===== config.mk =====
export PLATFORM = sky130hd
export DESIGN_NAME = v_upd_issue_flat
export DESIGN_NICKNAME = d
export VERILOG_FILES = /design/src/rtl/v_pkg.sv /design/src/rtl/v_upd_issue_if.sv /design/src/rtl/v_upd_sb.sv /design/src/rtl/v_upd_issue.sv /design/src/flat_wrapper.sv
export SDC_FILE = /design/constraint.sdc
export NUM_CORES = 1
export LEC_CHECK = 0
export ABC_AREA = 1
export BUFFER_PORTS_ARGS = -buffer_cell sky130_fd_sc_hd__buf_2
export CORE_MARGIN = 1.5
export CORE_UTILIZATION = 55
export DETAILED_ROUTE_END_ITERATION = 8
export PLACE_DENSITY = 0.82
export SLEW_MARGIN = 10
export SYNTH_ARGS = -nofsm -noshare
export SYNTH_HDL_FRONTEND = slang
export SYNTH_SLANG_ARGS = --single-unit

===== constraint.sdc =====
create_clock -name clk -period 5.2 [get_ports clk]
set_clock_uncertainty 0.2 [all_clocks]
set_input_delay 0.78 -clock clk [delete_from_list [all_inputs] [get_ports clk]]
set_output_delay 0.78 -clock clk [all_outputs]
set_load 0.005 [all_outputs]

===== src/rtl/v_pkg.sv =====
// Shared types for the update-issue slice: update-bus field types and the packed
// update bundle carried through the command FIFO.
package v_pkg;

   localparam int unsigned ID_W   = 8;
   localparam int unsigned KEY_W  = 16;
   localparam int unsigned SIZE_W = 12;

   typedef logic [ID_W-1:0]   id_t;
   typedef logic [KEY_W-1:0]  key_t;
   typedef logic [SIZE_W-1:0] size_t;

   typedef enum logic [1:0] {
      CMD_ADD = 2'd0,
      CMD_DEL = 2'd1,
      CMD_MOD = 2'd2,
      CMD_QRY = 2'd3
   } cmd_t;

   typedef struct packed {
      id_t   prod_id;
      cmd_t  cmd;
      key_t  key;
      size_t size;
   } upd_t;

   function automatic upd_t pack_upd(input id_t prod_id, input cmd_t cmd,
                                     input key_t key, input size_t size);
      upd_t u;
      u.prod_id = prod_id;
      u.cmd     = cmd;
      u.key     = key;
      u.size    = size;
      return u;
   endfunction

endpackage


===== src/rtl/v_upd_issue_if.sv =====
// Command ingress / update-bus egress bundle for v_upd_issue.
// master drives commands and observes the update bus; slave is the issue block.
interface v_upd_issue_if;
   import v_pkg::*;

   logic  i_cmd_vld;
   id_t   i_cmd_prod_id;
   cmd_t  i_cmd_cmd;
   key_t  i_cmd_key;
   size_t i_cmd_size;
   logic  o_cmd_rdy;

   logic  o_upd_vld_r;
   id_t   o_upd_prod_id_r;
   cmd_t  o_upd_cmd_r;
   key_t  o_upd_key_r;
   size_t o_upd_size_r;
   logic  o_busy;

   modport master (
      output i_cmd_vld, i_cmd_prod_id, i_cmd_cmd, i_cmd_key, i_cmd_size,
      input  o_cmd_rdy, o_upd_vld_r, o_upd_prod_id_r, o_upd_cmd_r,
             o_upd_key_r, o_upd_size_r, o_busy
   );

   modport slave (
      input  i_cmd_vld, i_cmd_prod_id, i_cmd_cmd, i_cmd_key, i_cmd_size,
      output o_cmd_rdy, o_upd_vld_r, o_upd_prod_id_r, o_upd_cmd_r,
             o_upd_key_r, o_upd_size_r, o_busy
   );

endinterface


===== src/rtl/v_upd_sb.sv =====
// In-flight scoreboard: a HAZ_WINDOW-deep shift of issued prod_ids; the FIFO head
// is blocked while its id matches any valid stage.
module v_upd_sb
   import v_pkg::*;
#(
   parameter int HAZ_WINDOW = 3
) (
   input  logic clk,
   input  logic rst,
   input  logic i_issue,
   input  id_t  i_id,
   input  id_t  i_head_id,
   output logic o_blocked,
   output logic o_any_vld
);

   logic [HAZ_WINDOW-1:0] r_vld;
   id_t                   r_id [HAZ_WINDOW];
   logic                  w_blocked;

   // valid bits shift every cycle and are the only reset state
   always_ff @(posedge clk) begin
      if (rst) begin
         r_vld <= '0;
      end else begin
         r_vld[0] <= i_issue;
         for (int i = 1; i < HAZ_WINDOW; i++) begin
            r_vld[i] <= r_vld[i-1];
         end
      end
   end

   // id stages shift alongside; contents are don't-care while invalid
   always_ff @(posedge clk) begin
      r_id[0] <= i_id;
      for (int i = 1; i < HAZ_WINDOW; i++) begin
         r_id[i] <= r_id[i-1];
      end
   end

   // match head id against every valid in-flight stage
   always_comb begin
      w_blocked = 1'b0;
      for (int i = 0; i < HAZ_WINDOW; i++) begin
         w_blocked = w_blocked | (r_vld[i] & (r_id[i] == i_head_id));
      end
   end

   assign o_blocked = w_blocked;
   assign o_any_vld = |r_vld;

endmodule


===== src/rtl/v_upd_issue.sv =====
// Update issue block: command FIFO feeding a registered update bus, with optional
// same-id hazard blocking enabled by macro V_UPD_HAZARD_EN.
module v_upd_issue
   import v_pkg::*;
#(
   parameter int DEPTH      = 4,
   parameter int HAZ_WINDOW = 3
) (
   input  logic         clk,
   input  logic         rst,
   v_upd_issue_if.slave bus
);

   localparam int PW = (DEPTH > 1) ? $clog2(DEPTH) : 1;
   localparam int CW = PW + 1;
   localparam logic [CW-1:0] C_FULL  = CW'(DEPTH);
   localparam logic [CW-1:0] C_EMPTY = {CW{1'b0}};

   if (DEPTH < 2 || (DEPTH & (DEPTH - 1)) != 0 || HAZ_WINDOW < 1) begin : g_bad_param
      $error("v_upd_issue: DEPTH must be a power of two >= 2 and HAZ_WINDOW >= 1");
   end

   upd_t          r_mem [DEPTH];
   logic [PW-1:0] r_wr_ptr;
   logic [PW-1:0] r_rd_ptr;
   logic [CW-1:0] r_count;
   logic          r_upd_vld;
   upd_t          r_upd;

   upd_t w_in;
   upd_t w_head;
   logic w_rdy;
   logic w_push;
   logic w_pop;
   logic w_blocked;
   logic w_sb_any;

   assign w_in   = pack_upd(bus.i_cmd_prod_id, bus.i_cmd_cmd, bus.i_cmd_key, bus.i_cmd_size);
   assign w_head = r_mem[r_rd_ptr];
   assign w_rdy  = (r_count != C_FULL);
   assign w_push = bus.i_cmd_vld & w_rdy;
   // no enqueue bypass: only a command already stored can issue
   assign w_pop  = (r_count != C_EMPTY) & ~w_blocked;

`ifdef V_UPD_HAZARD_EN
   v_upd_sb #(
      .HAZ_WINDOW (HAZ_WINDOW)
   ) u_sb (
      .clk       (clk),
      .rst       (rst),
      .i_issue   (w_pop),
      .i_id      (w_head.prod_id),
      .i_head_id (w_head.prod_id),
      .o_blocked (w_blocked),
      .o_any_vld (w_sb_any)
   );
`else
   assign w_blocked = 1'b0;
   assign w_sb_any  = 1'b0;
`endif

   // FIFO storage write; storage is intentionally not reset
   always_ff @(posedge clk) begin
      if (w_push) begin
         r_mem[r_wr_ptr] <= w_in;
      end
   end

   // pointers, occupancy and bus valid
   always_ff @(posedge clk) begin
      if (rst) begin
         r_wr_ptr  <= {PW{1'b0}};
         r_rd_ptr  <= {PW{1'b0}};
         r_count   <= C_EMPTY;
         r_upd_vld <= 1'b0;
      end else begin
         if (w_push) begin
            r_wr_ptr <= r_wr_ptr + PW'(1);
         end
         if (w_pop) begin
            r_rd_ptr <= r_rd_ptr + PW'(1);
         end
         case ({w_push, w_pop})
            2'b10:   r_count <= r_count + CW'(1);
            2'b01:   r_count <= r_count - CW'(1);
            default: r_count <= r_count;
         endcase
         r_upd_vld <= w_pop;
      end
   end

   // update payload loads only on issue and holds otherwise
   always_ff @(posedge clk) begin
      if (w_pop) begin
         r_upd <= w_head;
      end else begin
         r_upd <= r_upd;
      end
   end

   assign bus.o_cmd_rdy       = w_rdy;
   assign bus.o_upd_vld_r     = r_upd_vld;
   assign bus.o_upd_prod_id_r = r_upd.prod_id;
   assign bus.o_upd_cmd_r     = r_upd.cmd;
   assign bus.o_upd_key_r     = r_upd.key;
   assign bus.o_upd_size_r    = r_upd.size;
   assign bus.o_busy          = (r_count != C_EMPTY) | w_sb_any;

endmodule


===== src/flat_wrapper.sv =====
// flat-port wrapper written by rule: the top's interface ports become plain ports
module v_upd_issue_flat import v_pkg::*;
#(
   parameter int DEPTH      = 4,
   parameter int HAZ_WINDOW = 3
)
  (clk, rst, bus_i_cmd_vld, bus_i_cmd_prod_id, bus_i_cmd_cmd, bus_i_cmd_key, bus_i_cmd_size, bus_o_cmd_rdy, bus_o_upd_vld_r, bus_o_upd_prod_id_r, bus_o_upd_cmd_r, bus_o_upd_key_r, bus_o_upd_size_r, bus_o_busy);
  v_upd_issue_if bus_i ();
  input  logic clk;
  input  logic rst;
  input wire logic [$bits(bus_i.i_cmd_vld)-1:0] bus_i_cmd_vld;
  input wire logic [$bits(bus_i.i_cmd_prod_id)-1:0] bus_i_cmd_prod_id;
  input wire logic [$bits(bus_i.i_cmd_cmd)-1:0] bus_i_cmd_cmd;
  input wire logic [$bits(bus_i.i_cmd_key)-1:0] bus_i_cmd_key;
  input wire logic [$bits(bus_i.i_cmd_size)-1:0] bus_i_cmd_size;
  output wire logic [$bits(bus_i.o_cmd_rdy)-1:0] bus_o_cmd_rdy;
  output wire logic [$bits(bus_i.o_upd_vld_r)-1:0] bus_o_upd_vld_r;
  output wire logic [$bits(bus_i.o_upd_prod_id_r)-1:0] bus_o_upd_prod_id_r;
  output wire logic [$bits(bus_i.o_upd_cmd_r)-1:0] bus_o_upd_cmd_r;
  output wire logic [$bits(bus_i.o_upd_key_r)-1:0] bus_o_upd_key_r;
  output wire logic [$bits(bus_i.o_upd_size_r)-1:0] bus_o_upd_size_r;
  output wire logic [$bits(bus_i.o_busy)-1:0] bus_o_busy;
  assign bus_i.i_cmd_vld = bus_i_cmd_vld;
  assign bus_i.i_cmd_prod_id = bus_i_cmd_prod_id;
  assign bus_i.i_cmd_cmd = bus_i_cmd_cmd;
  assign bus_i.i_cmd_key = bus_i_cmd_key;
  assign bus_i.i_cmd_size = bus_i_cmd_size;
  assign bus_o_cmd_rdy = bus_i.o_cmd_rdy;
  assign bus_o_upd_vld_r = bus_i.o_upd_vld_r;
  assign bus_o_upd_prod_id_r = bus_i.o_upd_prod_id_r;
  assign bus_o_upd_cmd_r = bus_i.o_upd_cmd_r;
  assign bus_o_upd_key_r = bus_i.o_upd_key_r;
  assign bus_o_upd_size_r = bus_i.o_upd_size_r;
  assign bus_o_busy = bus_i.o_busy;
  v_upd_issue #(.DEPTH(DEPTH), .HAZ_WINDOW(HAZ_WINDOW)) u_core (.clk(clk), .rst(rst), .bus(bus_i));
endmodule

==> results of run 1 <==
worst max-delay path by stage:
stage / slack, ps / end / cells after the start / start
2_1_floorplan: 2080 / u_core.r_mem[0][0]$_DFFE_PP_ / 2 / bus_i_cmd_vld
3_3_place_gp: 2530 / u_core.r_mem[3][21]$_DFFE_PP_ / 3 / bus_i_cmd_vld
3_5_place_dp: 2470 / u_core.r_mem[3][11]$_DFFE_PP_ / 3 / bus_i_cmd_vld
4_1_cts: 2460 / bus_o_busy / 4 / u_core.r_count[1]$_SDFFE_PP0P_
5_1_grt: 2370 / bus_o_busy / 4 / u_core.r_count[1]$_SDFFE_PP0P_
6_report: 2490 / bus_o_busy / 4 / u_core.r_count[1]$_SDFFE_PP0P_
through the flow:
step / util / setup slack (ps) / power, W / std cells
final: 0.6520 / 2488 / 0.004759 / 739
after global routing: 0.6520 / 2372 / 0.004985 / 739
after CTS: 0.6505 / 2460 / 0.004779 / 738
after detailed placement: 0.6098 / 2468 / 0.003579 / 707
after global placement: 0.6098 / 2526 / 0.003492 / 707
after floorplan: - / 2081 / 0.003180 / 467
layout make-up:
cell class                      count  area [sq um]  share of cell area
Sequential cell                   198          5868              0.6716
Multi-Input combinational cell    231          1570              0.1797
Timing Repair Buffer               89         478.0             0.05470
Clock buffer                       19         432.9             0.04955
Tap cell                          176         220.2             0.02520
Clock inverter                     12         112.6             0.01289
Inverter                           14         55.05            0.006301
cells in the final DEF (no fill, tap or decap), types with 2 or more instances in the layout:
cell type  netlist  final
nand2_1          8      8
o21ai_0         73     73
clkinv_1         0      3
ha_1             4      4
clkbuf_1         7      2
edfxtp_1       190    190
buf_2           12     81
nand3_1          4      4
o22ai_2         29     29
clkbuf_16        0     17
clkinv_2         0      5
bufinv_16        0      2
o22ai_1          9      9
nor2_1          58     54
o21ai_1          7      7
nor2_4          29     33
dfxtp_2          0      2
buf_4            0      7
inv_1           12     12
a21oi_1          3      3
dfxtp_1          8      6
nand2_2          2      2
worst max-delay path, delay by kind of cell, from the launching register on:
family / cells / cell delay [ps]
DFF: 1 / 380
and+or+nand+nor: 2 / 160
buffers and inverters: 2 / 730
where the power goes:
part,leakage [nW],internal (W),switching [W],total (W)
Sequential,1.84,0.00217,0.000123,0.00229
Clock,0.269,0.000695,0.000516,0.00121
Combinational,0.905,0.000426,0.000828,0.00125
metal layers:
metal,vias to the layer above,share of wire
li1,1912,-
met1,2044,0.42
met2,168,0.49
met3,23,0.072
met4,2,0.019
met5,-,0.0010
cell families (layout without fill, tap and decap cells):
kind of cell	count (synthesis)	in the layout	share of synthesized area
buffers and inverters	38	134	0.02951
and+or+nand+nor	103	103	0.08116
adders and majority gates	5	5	0.009182
AOI/OAI and AO/OA	123	123	0.1115
DFF	198	198	0.7686
flip-flops by register name, indices dropped and copies added (netlist names):
register and count:
u_core.bus.o_upd_size_r 12, u_core.r_mem 152, u_core.bus.o_upd_prod_id_r 8, u_core.r_count 3
u_core.bus.o_upd_vld_r 1, u_core.r_wr_ptr 2, u_core.r_rd_ptr 2, u_core.bus.o_upd_cmd_r 2
u_core.bus.o_upd_key_r 16
==> impl_results.md, run 1 <==
* Routability Congestion at between 0.7 and 0.8
* Final hold vios at 0
* Leak Pwr at 3.010 nW
* Layout cells sized above 1 at 0.3286
* Worst r2r src: u_core.r_rd_ptr[1]$_SDFFE_PP0P_
* Ys flop type: edfxtp_1
* Min-delay src: rst
* Critical Path AT at 1730 ps
* GRT met2 Usage at 0.3143
* I/O pin cnt at 82
* Congestion Overflow GR at 0
* GR peak layer: met2
* Drt total wl at 13,680 um
* Top-count cell post-synth: edfxtp_1
* Inserted Diodes at 0
* Area Growth Syn to Fin at 14.49%
* Syn nets at 513
* Top cells by count, synth: edfxtp_1 (190), o21ai_0 (73), nor2_1 (58)
* IO buf count at 81
* Cells after synthesis at 467
* Nets at between 500 and 600
* FFs w/ async S/R, synth at 0
* M1 GR Usage at 0.2557
* CP Data Required Time at around 4200 ps
* Clk sinks at 198
* Final hold slack at 346.0 ps
* Initial antenna violation count at 1
* DRC Markers at 0
* Drt pass-1 iters at 5
* Max VDD drop at 0.0005340 V
* Horiz. Die Dim at 120.8 um
* Pins Over Slew Limit at 0
* Die area at 14,590 sq um
* Worst hold path type: in -> reg
* Die height at 120.8 um
* Gr usage total at 0.1988
* CTS tree: done
* Htree depth at 4
* Crit Path Category: reg -> out
* Yosys top cell by area: edfxtp_1
* FF-to-FF path depth at 4
* Setup crit end kind: primary output
* Vias in the first global route at 4,226
* FMAX at 0.3687 GHz
* Antenna Nets Post-Route at 0
* Row count at 42
* First-pass GRT wire length at 21,330 um
* DR vias/cell at 5.614
* Unrepaired setup endpoints after global routing: false
* CTS resizes at 0
* Status: finished, final reports clean
* Minimum clock period at 2712 ps
* Clock buffer depth at 2
* Wirelength per Cell at 18.51 um
* Yosys warns at 0
* Sequential share of the synthesized area at 0.7687
* Synthesis-stage register bit count at 198
* Clock Pin Slew Worst Setup and Hold Paths at ~60 ps
* Slew @ Worst Pin at 755.4 ps
* Worst-Skew Late Latency at about 430 ps
* CTS hold repair buffers at 0
* Worst-path cell chain: nor2_2, nand2_2, buf_4, buf_2
* Via count at 4,149
* Root buf cell: clkbuf_16
* Max stage delay on crit path at 510 ps
* Starting density of the core at 0.5695
* WHS Endpoint: u_core.bus.o_upd_vld_r$_SDFF_PP0_
* Max cap viols at 0
* Post-synth cell types at 25
* Fillers at 875
* Area post-placement at ~8000 sq um
* CTS Buf Count at 17
* Hold Path Stages at 2
* Share of the synthesized area in the top cell type at 0.7477
* Mapped cell area at 7631 sq um
* Post-DP HPWL at 7925 um
* Startpoint types: register
* Largest net degree at the start of global routing at 78
* Top cells by area, synth: edfxtp_1 (75%), o21ai_0 (4.8%), o22ai_2 (4.8%)
* Worst reg-to-reg setup slack at ~2800 ps
* CORE AREA at 13,400 sq um
* Post-synth EDFFs at 190
* Post-Syn Area per Cell at about 16 sq um
* Postcts setup bufs at 0
* Final period utilization at 0.5216
* Setup tns final at 0 ps
* DR iter-0 viols at 472
* Worst slew margin at 0.4964
* Worst-path fanout max at 41
* Final instance area at 8737 sq um
* Pwr per Cell Area at 544.7 nW/um^2
* CP max stage cell: buf_4
* GRT met3 Usage at 0.05377
* Reg-to-reg endpoint: u_core.bus.o_upd_key_r[5]$_DFFE_PP_
* Setup violators final at 0
Note: power is estimated with default switching activity, not from simulation.
==> run 2: changes to the inputs <==
- CORE_UTILIZATION: 55 -> 52
- clock period: 5.2 -> 2.26 ns (I/O delays scaled with it)
==> run 2 against run 1 <==
  * Sequential share of layout area down 3.7 points
  * Combinational power rose to 2.5 times the previous value
  * Non-clock buffer count grew 46
  * Final cell count rose by 7.4%
  * Highest routed layer is now met4
  * Cell area grew 5.9%
==> impl_results.md, run 2 (synthesis results as in run 1) <==
* Status: finished, final reports clean
* Pwr per Cell Area at 1222 nW/um^2
* Worst-Skew Late Latency at between 400 and 500 ps
* Area post-placement at a little over 8000 sq um
* Routability Congestion at 0.7447
* Starting density of the core at 0.5291
* DRC Markers at 0
* Final hold vios at 0
* Commonest non-fill, non-tap cell in the layout: edfxtp_1
* CTS tree: done
* First-pass GRT wire length at between 20,000 and 25,000 um
* Startpoint types: register
* Gr usage total at 0.2063
* Congestion Overflow GR at 0
* Final instance area at 9253 sq um
* Largest net degree at the start of global routing at 48
* CP max stage cell: fa_1
* Nets at 643
* Max reg flops at 152
* Fillers at 1,015
* Unrepaired setup endpoints after global routing: false
* Slew @ Worst Pin at 535.4 ps
* Drt pass-1 iters at 7
* Internal cell power at between 0.007 and 0.008 W
* Crit Path Category: reg -> reg
* Clock share of power at 0.260
* Worst slew margin at 0.6426
* Pins Over Slew Limit at 0
* CTS resizes at 0
* Max cap viols at 0
* Vias in the first global route at 4,419
* Clock Pin Slew Worst Setup and Hold Paths at 60 ps
* Sw Share at 0.3068
* Setup ws final at 381.0 ps
* Area Growth Syn to Fin at 21.25%
* Post-DP HPWL at just under 9000 um
* Max VDD drop at 0.0009007 V
* Drt total wl at ~15,000 um
* Leak Pwr at 3.236 nW
* Via count at 4,346
* Setup crit end kind: register
* Horiz. Die Dim at about 120 um
* DR iter-0 viols at 332
* Antenna Nets Post-Route at 0
* Setup violators final at 0
* DR vias/cell at ~5.5
* Inserted Diodes at 0
* Final period utilization at 0.8314
* Minimum clock period at 1879 ps
* Clock buffer depth at 2
* Worst hold path type: in -> reg
* Most frequent cells in the layout: edfxtp_1 (190), buf_2 (81), o21ai_0 (73)
* Htree depth at 4
* Worst-path fanout max at 8
* CP Data Required Time at around 2400 ps
* FMAX at 0.5322 GHz
* CORE AREA at 14,420 sq um
* Final hold slack at 92.68 ps
* Max stage delay on crit path at 510 ps
* Setup tns final at 0 ps
* Largest register by flop count: u_core.r_mem
* Logic pwr share at 0.279
* Critical Path AT at 2000 ps
* Worst-path cell chain: nor2_2, nand2_2, nand2_1, fa_1, a21boi_1, nor2_1
* Reg power frac at 0.461
* CTS Buf Count at 17
* I/O pin cnt at 82
* Sw power at roughly 0.0035 W
* Die area at roughly 15,000 sq um
* Root buf cell: clkbuf_16
* Die height at between 100 and 150 um
* Wirelength per Cell at 18.53 um
* Layout cells sized above 1 at 0.3148
* Row count at 44
* Initial antenna violation count at 0
* DP Worst Slack at 402.3 ps
* Clk sinks at 198
* IO buf count at between 80 and 90
## run 2: changes by cell type in the layout (fill, tap and decap cells not counted)
cell,change
buf_12,+3
buf_4,+4
bufinv_16,+1
clkinv_1,+1
clkinv_4,-1
dlygate4sd3_1,+39
## run 2: critical path, delay by kind of cell (launching register included)
family	cells	cell delay, ps
fa+ha+maj	1	510
simple gates	4	490
flops	1	390
compound gates	1	170
## run 2: stage by stage
stage	power, W	instances	util
after floorplan	0.007316	467	-
after global placement	0.008222	723	0.5749
after detailed placement	0.008403	723	0.5749
after CTS	0.01139	794	0.6415
after global routing	0.01188	794	0.6415
final	0.01131	794	0.6415
## run 2: routing by layer
metal  vias to the layer above  track usage  share of wire
li1                       2002            -              -
met1                      2165       0.2441           0.40
met2                       161       0.3602           0.53
met3                        18      0.05998          0.063
met4                         0      0.07244          0.014
met5                         -            0              0
## run 2: power by group through the flow
| stage | clock network (W) | registers, W | logic, W |
|---|---|---|---|
| 2_1_floorplan | 0 | 0.00531 | 0.00201 |
| 3_3_place_gp | 0 | 0.00527 | 0.00296 |
| 3_5_place_dp | 0 | 0.00528 | 0.00312 |
| 4_1_cts | 0.00298 | 0.00522 | 0.00320 |
| 5_1_grt | 0.00313 | 0.00526 | 0.00349 |
| 6_report | 0.00294 | 0.00521 | 0.00315 |
## run 2: final timing paths
kind / start / end / slack, ps / cells past startpoint
worst max-delay path: u_core.r_count[0]$_SDFFE_PP0P_ / u_core.r_count[1]$_SDFFE_PP0P_ / 380 / 6
worst min-delay path: bus_i_cmd_vld / u_core.r_count[0]$_SDFFE_PP0P_ / 90 / 5
worst max register to register: u_core.r_count[0]$_SDFFE_PP0P_ / u_core.r_count[1]$_SDFFE_PP0P_ / 380 / 6
worst min register to register: u_core.r_wr_ptr[1]$_SDFFE_PP0P_ / u_core.r_wr_ptr[1]$_SDFFE_PP0P_ / 370 / 2
## run 2: what timing repair did
item	CTS	global route
setup buffers	0	0
hold buffers	39	0
endpoints found under the hold margin	154	0
## run 2: final cells by class
cell class / count / area [sq um] / share of cell area
Inverter: 14 / 55.05 / 0.005950
Clock inverter: 13 / 137.6 / 0.01487
Tap cell: 184 / 230.2 / 0.02488
Multi-Input combinational cell: 231 / 1570 / 0.1697
Clock buffer: 19 / 432.9 / 0.04679
Sequential cell: 198 / 5868 / 0.6342
Timing Repair Buffer: 135 / 958.4 / 0.1036
==> run 3: changes to the inputs <==
- clock period: 2.26 -> 1.7 ns (I/O delays scaled with it)
==> run 3 against run 2 <==
  * The run now ends with negative setup slack left
  * Fmax shrank 1.5%
  * Critical path depth grew 2
  * Hold slack lost 36 ps
  * Register-to-register slack lost 590 ps
  * Sequential power grew 33%
  * Final cell count grew 2.5%
  * First-iteration DRC count grew 2.7%
  * Critical path type unchanged
==> impl_results.md, run 3 (synthesis results as in run 1) <==
* Status: complete, but fails checks
* Failing checks: negative setup slack
* Clk sinks at 198
* Minimum clock period at 1908 ps
* Placed Instances at 728
* Area post-placement at 8417 sq um
* Congestion Overflow GR at 0
* DR iter-0 viols at 341
* Routability Congestion at between 0.6 and 0.7
* Layout cells sized above 1 at 0.3603
* Worst r2r src: u_core.r_count[0]$_SDFFE_PP0P_
* Die height at approximately 120 um
* WHS Endpoint: u_core.r_wr_ptr[0]$_SDFFE_PP0P_
* CP Data Required Time at 1860 ps
* Setup crit end kind: register
* Worst-Skew Late Latency at 440 ps
* IO buf count at 81
* Antenna Nets Post-Route at 0
* CTS tree: done
* Reg-to-reg endpoint: u_core.r_count[1]$_SDFFE_PP0P_
* Max VDD drop at 0.001199 V
* First-pass GRT wire length at 22,580 um
* Hold Path Stages at 4
* Post-DP HPWL at 8209 um
* Worst slew margin at 0.7729
* Via count at 4,392
* FF-to-FF path depth at 8
* Pins Over Slew Limit at 0
* Wirelength per Cell at 18.98 um
* CORE AREA at 14,420 sq um
* Largest net degree at the start of global routing at 78
* Final Power at 0.01581 W
* Area Growth Syn to Fin at 26.48%
* Leak Pwr at 3.405 nW
* DRC Markers at 0
* Worst reg-to-reg setup slack at -210 ps
* Worst hold path type: in -> reg
* Final period utilization at 1.123
* Root buf cell: clkbuf_16
* Initial antenna violation count at 0
* Gr usage total at 0.2079
* Final non-filler cell total at 814
* FMAX at between 0.5 and 0.6 GHz
* Startpoint types: register
* Commonest non-fill, non-tap cell in the layout: edfxtp_1
* Largest register by flop count: u_core.r_mem
* Area occupied by multi-input gates at ~1600 sq um
* Drt pass-1 iters at 4
* Min-delay src: bus_i_cmd_vld
* Slew @ Worst Pin at between 300 and 400 ps
* DR vias/cell at 5.396
* I/O pin cnt at 82
* Die area at 15,410 sq um
* Drt total wl at 15,450 um
* Crit Path Category: reg -> reg
* Worst-path fanout max at 2
* Most frequent cells in the layout: edfxtp_1 (190), buf_2 (79), o21ai_0 (73)
* Nets at 663
* Htree depth at 4
* Final instance area at 9652 sq um
* Max reg flops at between 150 and 200
* Setup violators final at 146
* Unrepaired setup endpoints after global routing: true
* CTS Buf Count at 17
* Row count at 44
* Final hold vios at 0
* Pwr per Cell Area at between 1500 and 2000 nW/um^2
* Critical Path AT at 2070 ps
* Max cap viols at 0
* Clock buffer depth at 2
* Final core occ at 0.6692
* FF+latch area at 5872 sq um
* Horiz. Die Dim at 124.1 um
* Starting density of the core at 0.5291
* Fillers at 1,012
* Inserted Diodes at 0
* Setup ws final at -208.4 ps
* Clock Pin Slew Worst Setup and Hold Paths at 70 ps
* Vias in the first global route at 4,501
==> run 3: cell type report <==
| class | count | share of cell area |
|---|---|---|
| tap | 184 | 0.02385 |
| clock buffer | 17 | 0.04408 |
| multi-input combinational | 231 | 0.1685 |
| clock inverter | 15 | 0.01257 |
| sequential | 198 | 0.6084 |
| timing repair buffer | 155 | 0.1369 |
| inverter | 14 | 0.005704 |
==> run 3: critical path: stages, from the launching register on <==
cell and delay [ps]:
dfxtp_2 330, buf_6 120, nor2_4 180, nand2_8 80, buf_6 120, nand2_4 50, fa_1 420, a21boi_2 180
nor2_2 150
==> run 3: worst max path at each step <==
stage | from | to | slack (ps) | cells after the start
3_3_place_gp | u_core.r_count[1]$_SDFFE_PP0P_ | u_core.r_count[1]$_SDFFE_PP0P_ | 60 | 5
3_5_place_dp | u_core.r_count[1]$_SDFFE_PP0P_ | u_core.r_count[1]$_SDFFE_PP0P_ | -30 | 5
4_1_cts | u_core.r_count[0]$_SDFFE_PP0P_ | u_core.r_count[1]$_SDFFE_PP0P_ | -120 | 8
6_report | u_core.r_count[0]$_SDFFE_PP0P_ | u_core.r_count[1]$_SDFFE_PP0P_ | -210 | 8
2_1_floorplan | u_core.r_count[0]$_SDFFE_PP0P_ | u_core.r_mem[0][0]$_DFFE_PP_ | -110 | 4
5_1_grt | u_core.r_count[0]$_SDFFE_PP0P_ | u_core.r_count[1]$_SDFFE_PP0P_ | -240 | 8
==> run 3: power by group <==
part           switching [W]  internal, W
Sequential          0.000294      0.00663
Combinational        0.00301      0.00216
Clock                0.00181      0.00190
==> run 3: metrics by stage <==
stage | setup slack, ps | TNS (ps) | hold WS [ps]
after global routing | -240.8 | -24840 | 62.44
final | -208.4 | -19330 | 57.11
after global placement | 57.30 | 0 | 249.6
after floorplan | -108.4 | -13870 | 127.4
after CTS | -121.1 | -413.1 | 53.53
after detailed placement | -30.94 | -56.16 | 253.7
==> run 3: routing by layer <==
metal  wire length (um)  GRT usage  vias to the layer above
met4                342    0.09659                        0
li1                   -          -                     2054
met5                  0          0                        -
met2               8140     0.3592                      149
met1               6016     0.2367                     2163
met3                953    0.06364                       26
==> run 3: timing repair <==
item,in CTS,in global routing
hold buffers,39,0
setup endpoints to repair,4,146
buffers inserted,4,6
gates resized for setup,6,14
endpoints found under the hold margin,160,0
pin swaps,4,4
gates cloned,2,3
